### src/rtl/ssp_tx_shifter_if.sv
// Interface bundle for the SSP transmit shifter: TX FIFO handshake plus serial outputs.
interface ssp_tx_shifter_if;
  logic       en;
  logic       nempty;
  logic [7:0] wordIn;
  logic       rd;
  logic       ssptxd;
  logic       sspfssout;
  logic       sspclkout;
  logic       sspoe_b;
  logic       busy;

  modport master (
    output en, nempty, wordIn,
    input  rd, ssptxd, sspfssout, sspclkout, sspoe_b, busy
  );

  modport slave (
    input  en, nempty, wordIn,
    output rd, ssptxd, sspfssout, sspclkout, sspoe_b, busy
  );
endinterface

### src/rtl/ssp_tx_shifter.sv
// SSP transmit shifter: pops words from a TX FIFO and sends them MSB first
// with a one-period frame sync, serial clock at pclk/2.
module ssp_tx_shifter (
  input  logic              pclk,
  input  logic              clear,
  ssp_tx_shifter_if.slave   bus
);

  typedef enum logic [1:0] {IDLE, SYNC, SHIFT} state_e;

  state_e     state_q, state_d;
  logic       ph_q, ph_d;
  logic [2:0] cnt_q, cnt_d;
  logic [7:0] sr_q, sr_d;
  logic       rd_q, rd_d;
  logic       txd_q, txd_d;
  logic       fss_q, fss_d;
  logic       oe_b_q, oe_b_d;
  logic       tick;
  logic       load_ok;
  logic       load;

  assign tick    = ph_q;
  assign load_ok = bus.en & bus.nempty;

  always_comb begin
    state_d = state_q;
    ph_d    = ~ph_q;
    cnt_d   = cnt_q;
    sr_d    = sr_q;
    rd_d    = 1'b0;
    txd_d   = txd_q;
    fss_d   = fss_q;
    oe_b_d  = oe_b_q;
    load    = 1'b0;

    if (tick) begin
      case (state_q)
        IDLE: load = load_ok;
        SYNC: begin
          state_d = SHIFT;
          fss_d   = 1'b0;
          txd_d   = sr_q[7];
          oe_b_d  = 1'b0;
          cnt_d   = 3'd7;
        end
        SHIFT: begin
          if (cnt_q == 3'd0) begin
            // bit 0 has had its full period: chain the next word or release the line
            if (load_ok) begin
              load = 1'b1;
            end else begin
              state_d = IDLE;
              txd_d   = 1'b0;
              oe_b_d  = 1'b1;
            end
          end else begin
            sr_d  = {sr_q[6:0], 1'b0};
            txd_d = sr_q[6];
            cnt_d = cnt_q - 3'd1;
          end
        end
        default: state_d = IDLE;
      endcase
    end

    if (load) begin
      state_d = SYNC;
      sr_d    = bus.wordIn;
      fss_d   = 1'b1;
      txd_d   = 1'b0;
      rd_d    = 1'b1;
    end
  end

  always_ff @(posedge pclk) begin
    if (clear) begin
      state_q <= IDLE;
      ph_q    <= 1'b0;
      cnt_q   <= '0;
      sr_q    <= '0;
      rd_q    <= 1'b0;
      txd_q   <= 1'b0;
      fss_q   <= 1'b0;
      oe_b_q  <= 1'b1;
    end else begin
      state_q <= state_d;
      ph_q    <= ph_d;
      cnt_q   <= cnt_d;
      sr_q    <= sr_d;
      rd_q    <= rd_d;
      txd_q   <= txd_d;
      fss_q   <= fss_d;
      oe_b_q  <= oe_b_d;
    end
  end

  assign bus.rd        = rd_q;
  assign bus.ssptxd    = txd_q;
  assign bus.sspfssout = fss_q;
  assign bus.sspclkout = ph_q;
  assign bus.sspoe_b   = oe_b_q;
  assign bus.busy      = (state_q != IDLE);

endmodule

### src/flat_wrapper.sv
// flat-port wrapper written by rule: the top's interface ports become plain ports
module ssp_tx_shifter_flat 
  (pclk, clear, bus_en, bus_nempty, bus_wordIn, bus_rd, bus_ssptxd, bus_sspfssout, bus_sspclkout, bus_sspoe_b, bus_busy);
  ssp_tx_shifter_if bus_i ();
  input  logic pclk;
  input  logic clear;
  input wire logic [$bits(bus_i.en)-1:0] bus_en;
  input wire logic [$bits(bus_i.nempty)-1:0] bus_nempty;
  input wire logic [$bits(bus_i.wordIn)-1:0] bus_wordIn;
  output wire logic [$bits(bus_i.rd)-1:0] bus_rd;
  output wire logic [$bits(bus_i.ssptxd)-1:0] bus_ssptxd;
  output wire logic [$bits(bus_i.sspfssout)-1:0] bus_sspfssout;
  output wire logic [$bits(bus_i.sspclkout)-1:0] bus_sspclkout;
  output wire logic [$bits(bus_i.sspoe_b)-1:0] bus_sspoe_b;
  output wire logic [$bits(bus_i.busy)-1:0] bus_busy;
  assign bus_i.en = bus_en;
  assign bus_i.nempty = bus_nempty;
  assign bus_i.wordIn = bus_wordIn;
  assign bus_rd = bus_i.rd;
  assign bus_ssptxd = bus_i.ssptxd;
  assign bus_sspfssout = bus_i.sspfssout;
  assign bus_sspclkout = bus_i.sspclkout;
  assign bus_sspoe_b = bus_i.sspoe_b;
  assign bus_busy = bus_i.busy;
  ssp_tx_shifter u_core (.pclk(pclk), .clear(clear), .bus(bus_i));
endmodule
### config.mk
export PLATFORM = sky130hd
export DESIGN_NAME = ssp_tx_shifter_flat
export DESIGN_NICKNAME = d
export VERILOG_FILES = /design/src/rtl/ssp_tx_shifter_if.sv /design/src/rtl/ssp_tx_shifter.sv /design/src/flat_wrapper.sv
export SDC_FILE = /design/constraint.sdc
export NUM_CORES = 1
export LEC_CHECK = 0
export ABC_AREA = 1
export BUFFER_PORTS_ARGS = -buffer_cell sky130_fd_sc_hd__buf_2
export CORE_UTILIZATION = 35
export CTS_CLUSTER_SIZE = 24
export DETAILED_ROUTE_END_ITERATION = 8
export RECOVER_POWER = 25
export SLEW_MARGIN = 20
export SYNTH_ARGS = -nofsm -noshare
export SYNTH_HDL_FRONTEND = slang
export SYNTH_SLANG_ARGS = --single-unit
### constraint.sdc
create_clock -name pclk -period 1.35 [get_ports pclk]
set_input_delay 0.27 -clock pclk [delete_from_list [all_inputs] [get_ports pclk]]
set_output_delay 0.27 -clock pclk [all_outputs]
set_load 0.02 [all_outputs]
==> impl_metrics.tcl, run 1 <==
set metrics [dict create \
    whs_ns 0.159 \
    cp.arrival_ns 1.09 \
    pre_cts_slack_ns -0.0866 \
    power_leakage_nw 0.592 \
    gr-total-overflow 0 \
    cts_root_buffer "clkbuf_4" \
    grt_max_degree 11 \
    die_w_um 56.0 \
    finClkSkew_ns 0.00535 \
    dr.pass1.iters 4 \
    areaGrowthSynthToFinish_pct 28.6 \
    setup_viol 1 \
    cts-htree-levels 1 \
    routed_via_density 4.69 \
    crit_path_end_kind "output pin" \
    synth_seq_area_share_pct 35.3 \
    hpwl_um 1470 \
    synth_top_family_by_area "simple AND/OR/NAND/NOR gates" \
    violations "setup timing" \
    synth_area_um2 1020 \
    cts_tree "yes" \
    synth_xor_area_share_pct 0 \
    cp_data_required_time_ns 1.08 \
    rrSetupSlack_ns 0.04 \
    worstSetupPathType "reg -> out" \
    status "finished with violations" \
    portBuffers 17 \
    worstSetupStartpointType "register" \
    clk_pin_slew_ns 0.11 \
    grt_pass1_wl_um 3300 \
    fin_setup_tns_ns -0.00884 \
    cp_max_fo 3 \
    io_pins 18 \
    fp.coreArea_um2 2760 \
    die_y_um 56.0 \
    synth_compound_area_share_pct 7.84 \
    worstSkewPairLatency_ns 0.30 \
    clock_sinks 18 \
    placed_cell_area_um2 1150 \
    finalHoldViolCount 0 \
    multi_input_area_um2 623 \
    min_path_type "in -> reg" \
    period_share_pct 101 \
    worstSetupEndpoint "bus_busy" \
    drc 0 \
    drive_gt1_share_pct 41.8 \
    rsz0062_at_grt "yes" \
    vias 886 \
    insertedDiodeCount 0 \
    nNetsFinal 176 \
    final_area_um2 1310 \
    clockBufferDepth 2 \
    tightest_slew_ns 0.330 \
    finalCriticalPeriod_ns 1.36 \
    yosys.cell_types.count 26 \
    slew_violations 0 \
    synth_cells 129 \
    p_per_area_nw_per_um2 848 \
    clock.fmax_mhz 736 \
    ir_drop_mv 0.779 \
    ant_nets 0 \
    cts_buffers 3 \
    ys_seq_elements 18 \
    synth_nets 146 \
    regArea_um2 368 \
    initial_utilization_pct 37.0 \
    antenna_found_initial 0 \
    synthMuxAreaShare_pct 0 \
    worst_slack_ns -0.00884 \
    rows 19 \
    synthAdderAreaFrac_pct 6.13 \
    grt_pass1_vias 796 \
    avgRoutedWirePerCell_um 11.3 \
    crit-reg2reg-launch "u_core.state_q[0]$_SDFFE_PP0P_" \
    nFillCells 279 \
    maxCapViolCount 0 \
    synthSimpleGateAreaFrac_pct 40.4 \
    yosys_warnings 0 \
    grt_util_all_layers_pct 13.4 \
    r2r.worst_path.cells 7 \
    die_area_um2 3140 \
    postRouteWirelength_um 2130 \
    worst_r2r_endpoint "u_core.state_q[1]$_SDFFE_PP0P_" \
    dp.cells 179 \
    avgSynthCellArea_um2 7.91 \
    cts-hold-fix-buffers 0 \
    layout.cells.non_filler 189 \
    cp-startpoint "u_core.state_q[1]$_SDFFE_PP0P_" \
    slew_headroom_pct 78.0 \
    dr.first_iter.drc_count 9 \
    place_congestion 0.800 \
]
==> power by group <==
part / internal, mW / switching, mW
Clock: 0.164 / 0.177
Sequential: 0.551 / 0.0194
Combinational: 0.0847 / 0.116
Total: 0.800 / 0.312
==> how the worst min path moves through the flow <==
stage,slack [ns],to,start,cells after the start
2_1_floorplan,0.38,u_core.sr_q[3]$_SDFFE_PP0P_,bus_wordIn[3],2
3_3_place_gp,0.46,u_core.bus.sspoe_b$_SDFFE_PP1P_,u_core.bus.sspoe_b$_SDFFE_PP1P_,2
3_5_place_dp,0.46,u_core.bus.sspfssout$_SDFFE_PP0P_,u_core.bus.sspfssout$_SDFFE_PP0P_,2
4_1_cts,0.14,u_core.sr_q[3]$_SDFFE_PP0P_,bus_wordIn[3],3
5_1_grt,0.13,u_core.sr_q[3]$_SDFFE_PP0P_,bus_wordIn[3],3
6_report,0.16,u_core.sr_q[3]$_SDFFE_PP0P_,bus_wordIn[3],3
==> layout make-up <==
type / instances / share of cell area [%]
inverter: 18 / 6.48
multi-input combinational: 91 / 47.5
timing repair buffer: 27 / 12.3
clock buffer: 4 / 2.76
tap: 31 / 2.96
sequential: 18 / 28.0
==> logic make-up after synthesis <==
| kind of cell | count (synthesis) |
|---|---|
| and+or+nand+nor | 72 |
| buffers and inverters | 21 |
| DFF | 18 |
| AOI/OAI and AO/OA | 13 |
| adders and majority gates | 5 |
==> sequential cells by signal (all words and copies together), names as in the netlist <==
signal / cells
u_core.bus.rd: 1
u_core.bus.sspclkout: 1
u_core.bus.sspfssout: 1
u_core.bus.sspoe_b: 1
u_core.bus.ssptxd: 1
u_core.cnt_q: 3
u_core.sr_q: 8
u_core.state_q: 2
==> worst max-delay path, cell delays in order, from the launching register on <==
cell and delay [ns]:
dfxtp_2 0.38, inv_2 0.06, ha_4 0.16, inv_4 0.07, buf_6 0.11
==> synthesized netlist by cell type, drive strengths merged <==
master / number / area share, %
and3: 1 / 0.61
nand2: 42 / 18
or2: 1 / 0.61
nor2: 11 / 9.3
and2: 1 / 0.61
dfxtp: 18 / 35
a21oi: 3 / 1.5
ha: 5 / 6.1
nand4: 2 / 1.2
inv: 18 / 7.6
a211oi: 1 / 1.2
nand3: 14 / 9.8
o21ai: 9 / 5.1
buf: 3 / 2.7
==> cell usage in the layout, fill, tap and decap left out, drive strengths merged <==
master / Yosys / layout
a211oi: 1 / 1
a21oi: 3 / 3
and2: 1 / 1
and3: 1 / 1
buf: 3 / 23
clkbuf: 0 / 8
dfxtp: 18 / 18
ha: 5 / 5
inv: 18 / 18
nand2: 42 / 42
nand3: 14 / 15
nand4: 2 / 2
nor2: 11 / 11
o21ai: 9 / 9
or2: 1 / 1
==> repair_timing <==
item,in CTS,in global routing
buffers inserted,0,5
cloned,0,1
pin swaps,0,5
endpoints found under the setup margin,18,17
resized for setup,10,18
==> layer usage <==
layer  track usage [%]  vias up  wire length (um)
li1                  -      467                 -
met1              15.4      396               959
met2              23.8       23              1050
met3              5.35        0               118
met4              2.09        0                 0
met5                 0        -                 0
==> metrics by stage <==
step | power (mW) | utilization, %
after CTS | 1.11 | 43.7
after detailed placement | 0.749 | 41.9
after global placement | 0.746 | 41.9
after floorplan | 0.702 | -
after global routing | 1.19 | 47.6
final | 1.11 | 47.6
Note: power is estimated with default switching activity, not from simulation.
==> run 2, diff against run 1 <==
Settings changed: RECOVER_POWER 25 to default.
==> impl_metrics.tcl, run 2 (synthesized netlist as in run 1, its figures left out) <==
set metrics [dict create \
    status "finished with violations" \
    violations "setup timing" \
    dp.cells 179 \
    whs_ns 0.159 \
    final_common_cell "nand2_1" \
    clockBufferDepth 2 \
    place_congestion 0.800 \
    dr.pass1.iters 4 \
    largest_reg_flops 8 \
    drc 0 \
    io_pins 18 \
    placed_cell_area_um2 1150 \
    worstSetupStartpointType "register" \
    power_leakage_nw 0.606 \
    grt_util_all_layers_pct 13.4 \
    finalHoldViolCount 0 \
    layout.cells.non_filler 189 \
    cp_data_required_time_ns 1.08 \
    nNetsFinal 176 \
    cp.arrival_ns 1.09 \
    initial_utilization_pct 37.0 \
    worstSetupPathType "reg -> out" \
    gr-total-overflow 0 \
    fin_setup_tns_ns -0.00985 \
    cts-hold-fix-buffers 0 \
    pre_cts_slack_ns -0.0866 \
    die_area_um2 3140 \
    avgRoutedWirePerCell_um 11.3 \
    die_y_um 56.0 \
    rows 19 \
    postRouteWirelength_um 2130 \
    tightest_slew_ns 0.330 \
    routed_via_density 4.69 \
    setup_viol 1 \
    worstSkewPairLatency_ns 0.30 \
    antenna_found_initial 0 \
    rrSetupSlack_ns 0.04 \
    maxCapViolCount 0 \
    critical_path.top_delay_family "flip-flops" \
    finalCriticalPeriod_ns 1.36 \
    vias 887 \
    crit_path_end_kind "output pin" \
    die_w_um 56.0 \
    finalPower_mw 1.12 \
    slew_headroom_pct 78.0 \
    period_share_pct 101 \
    grt_pass1_vias 796 \
    ir_drop_mv 0.782 \
    clock.fmax_mhz 735 \
    grt_max_degree 11 \
    fp.coreArea_um2 2760 \
    clk_pin_slew_ns 0.11 \
    cts_tree "yes" \
    drive_gt1_share_pct 44.3 \
    finClkSkew_ns 0.00635 \
    final_util_pct 47.8 \
    largest-register "u_core.sr_q" \
    dr.first_iter.drc_count 12 \
    cts-htree-levels 1 \
    grt_pass1_wl_um 3300 \
    areaGrowthSynthToFinish_pct 29.0 \
    slew_violations 0 \
    hpwl_um 1470 \
    final_area_um2 1320 \
    ant_nets 0 \
    insertedDiodeCount 0 \
    portBuffers 17 \
    worst_slack_ns -0.00985 \
    cts_buffers 3 \
    cts_root_buffer "clkbuf_4" \
    p_per_area_nw_per_um2 846 \
    top_regs "u_core.sr_q (8), u_core.cnt_q (3), u_core.state_q (2)" \
    final_cell_mix "nand2_1, buf_2, dfxtp_1" \
    min_path_type "in -> reg" \
    rsz0062_at_grt "yes" \
    cp_max_fo 3 \
    slowest_stage "dfxtp_2" \
    path_buf_inv 3 \
    crit_chain "inv_2, ha_4, inv_4, buf_6" \
    cpPeakStageDelay_ns 0.38 \
    clock_sinks 18 \
]
## run 2: changes by cell type in the layout (fill, tap and decap cells not counted)
cell,previous run,this run
buf_2,12,16
clkbuf_1,4,0
## run 2: worst min-delay path, cell delays in order
cell and delay (ns):
buf_2 0.07, nand2_1 0.04, nand2_1 0.05
## run 2: path summary, 6_finish.rpt
kind | start | depth (start not counted) | to
worst min-delay path | bus_wordIn[3] | 3 | u_core.sr_q[3]$_SDFFE_PP0P_
worst max-delay path | u_core.state_q[1]$_SDFFE_PP0P_ | 4 | bus_busy
worst min register to register | u_core.bus.sspfssout$_SDFFE_PP0P_ | 2 | u_core.bus.sspfssout$_SDFFE_PP0P_
worst max register to register | u_core.state_q[0]$_SDFFE_PP0P_ | 7 | u_core.state_q[1]$_SDFFE_PP0P_
## run 2: metal layers
metal / up-vias / track usage, % / routed length, um
met5: - / 0 / 0
met1: 398 / 15.4 / 959
li1: 466 / - / -
met3: 0 / 5.35 / 118
met4: 0 / 2.09 / 0
met2: 23 / 23.8 / 1050
## run 2: report_power, final
group	internal [mW]	switching, mW	leakage, nW	total (mW)
Sequential	0.551	0.0193	0.148	0.570
Combinational	0.0859	0.116	0.437	0.202
Clock	0.165	0.178	0.0210	0.342
## run 2: layout make-up
class,count,area [um2]
tap,31,38.8
inverter,18,85.1
multi-input combinational,91,623
clock buffer,4,36.3
fill,276,1440
sequential,18,368
timing repair buffer,27,166
## run 2: repair_timing
action / 4_1_cts / 5_1_grt
pin swaps: 0 / 5
endpoints found under the setup margin: 18 / 17
gates resized for setup: 10 / 18
buffers inserted: 0 / 5
gates cloned: 0 / 1
==> run 3, diff against run 2 <==
Settings changed: CELL_PAD_IN_SITES_DETAIL_PLACEMENT from default to 2, CELL_PAD_IN_SITES_GLOBAL_PLACEMENT from default to 2, CORE_UTILIZATION 35 to 28, PLACE_DENSITY_LB_ADDON from default to 0.1.
==> impl_metrics.tcl, run 3 (synthesized netlist as in run 1, its figures left out) <==
set metrics [dict create \
    dr.pass1.iters 2 \
    holdPathEnd "u_core.sr_q[2]$_SDFFE_PP0P_" \
    drc 0 \
    grt_max_degree 11 \
    cts-hold-fix-buffers 0 \
    drive_gt1_share_pct 45.0 \
    io_pins 18 \
    die_area_um2 3890 \
    cts_buffers 3 \
    finClkSkew_ns 0.00743 \
    dr.first_iter.drc_count 19 \
    clockBufferDepth 2 \
    placed_cell_area_um2 1200 \
    status "finished with violations" \
    die_y_um 62.4 \
    crit-reg2reg-launch "u_core.state_q[0]$_SDFFE_PP0P_" \
    grt_pass1_wl_um 4750 \
    slew_headroom_pct 77.1 \
    rrSetupSlack_ns -0.06 \
    regArea_um2 364 \
    avgRoutedWirePerCell_um 13.0 \
    setup_viol 8 \
    holdPathStages 3 \
    cp.arrival_ns 1.19 \
    place_congestion 0.740 \
    hp-start "bus_wordIn[2]" \
    slew_violations 0 \
    finalCriticalPeriod_ns 1.46 \
    maxCapViolCount 0 \
    tightest_slew_ns 0.343 \
    worstSkewPairLatency_ns 0.30 \
    routed_via_density 4.52 \
    whs_ns 0.156 \
    postRouteWirelength_um 2680 \
    final_common_cell "nand2_1" \
    cts_root_buffer "clkbuf_4" \
    top_regs "u_core.sr_q (8), u_core.cnt_q (3), u_core.state_q (2)" \
    violations "setup timing" \
    worst_slack_ns -0.107 \
    rsz0062_at_grt "yes" \
    final_util_pct 39.7 \
    gr-total-overflow 0 \
    cts_tree "yes" \
    portBuffers 17 \
    final_area_um2 1360 \
    layout.cells.non_filler 206 \
    grt_pass1_vias 1049 \
    rows 21 \
    worst_r2r_endpoint "u_core.bus.ssptxd$_SDFFE_PP0P_" \
    pre_cts_slack_ns -0.153 \
    period_share_pct 108 \
    crit_path_end_kind "output pin" \
    areaGrowthSynthToFinish_pct 32.7 \
    finalHoldViolCount 0 \
    worstSetupPathType "reg -> out" \
    die_w_um 62.4 \
    initial_utilization_pct 29.9 \
    nFillCells 403 \
    worstSetupStartpointType "register" \
    multi_input_area_um2 628 \
    p_per_area_nw_per_um2 796 \
    antenna_found_initial 0 \
    ir_drop_mv 0.281 \
    largest-register "u_core.sr_q" \
    r2r.worst_path.cells 11 \
    fp.coreArea_um2 3420 \
    insertedDiodeCount 0 \
    clock.fmax_mhz 686 \
    min_path_type "in -> reg" \
    clock_sinks 18 \
    grt_util_all_layers_pct 15.9 \
    cp_max_fo 2 \
    hpwl_um 2060 \
    final_cell_mix "nand2_1, buf_2, dfxtp_1" \
    cp_data_required_time_ns 1.08 \
    cts-htree-levels 1 \
    dp.cells 198 \
    ant_nets 0 \
    clk_pin_slew_ns 0.11 \
    largest_reg_flops 8 \
    nNetsFinal 179 \
    vias 931 \
    power_leakage_nw 0.626 \
]
-- run 3: changes by cell type in the layout (fill, tap and decap cells not counted), sizes merged --
cell,before,now
buf,27,30
clkbuf,4,3
-- run 3: area by class of cell --
type / instances / share of cell area, %
timing repair buffer: 30 / 14.8
tap: 46 / 4.25
inverter: 18 / 6.09
multi-input combinational: 91 / 46.4
sequential: 18 / 26.9
clock buffer: 3 / 1.66
-- run 3: worst max-delay path by stage --
stage                                      to  cells after the start  slack [ns]                      startpoint
2_1_floorplan  u_core.bus.ssptxd$_SDFFE_PP0P_                      9        0.02  u_core.state_q[0]$_SDFFE_PP0P_
3_5_place_dp     u_core.cnt_q[2]$_SDFFE_PP0P_                      7       -0.15  u_core.state_q[0]$_SDFFE_PP0P_
5_1_grt        u_core.state_q[1]$_SDFFE_PP0P_                     10       -0.16  u_core.state_q[0]$_SDFFE_PP0P_
3_3_place_gp     u_core.cnt_q[2]$_SDFFE_PP0P_                      7       -0.13  u_core.state_q[0]$_SDFFE_PP0P_
6_report                             bus_busy                      6       -0.11  u_core.state_q[0]$_SDFFE_PP0P_
4_1_cts                              bus_busy                      6       -0.11  u_core.state_q[0]$_SDFFE_PP0P_
-- run 3: report_power, final --
part           switching (mW)  internal, mW  leakage (nW)  total, mW
clock                   0.178         0.104        0.0138      0.282
sequential             0.0104         0.551         0.148      0.562
combinational           0.133         0.102         0.465      0.235
total                   0.321         0.758         0.626       1.08
-- run 3: layer usage --
layer  track usage (%)  up-vias  wire length (um)  share of wire (%)
met1              17.1      438              1120                 42
met5                 0        -                 0                  0
met4              7.56        0                44                1.6
li1                  -      470                 -                  -
met2              29.5       18              1410                 53
met3              3.10        5               107                4.0
-- run 3: critical path, stage by stage, from the launching register on --
cell	delay, ns
dfxtp_2	0.35
inv_2	0.04
buf_6	0.11
ha_4	0.15
inv_4	0.05
buf_6	0.08
buf_6	0.10
-- run 3: repair_timing --
action	4_1_cts	5_1_grt
gates resized for setup	23	7
gates cloned	1	0
pin swaps	2	3
setup buffers	4	0
setup endpoints to repair	18	17
-- run 3: metrics by stage --
stage                     power [mW]  TNS (ns)
after detailed placement       0.773     -1.92
final                           1.08    -0.397
after global routing            1.14     -1.57
after global placement         0.767     -1.20
after CTS                       1.09    -0.561
after floorplan                0.702         0
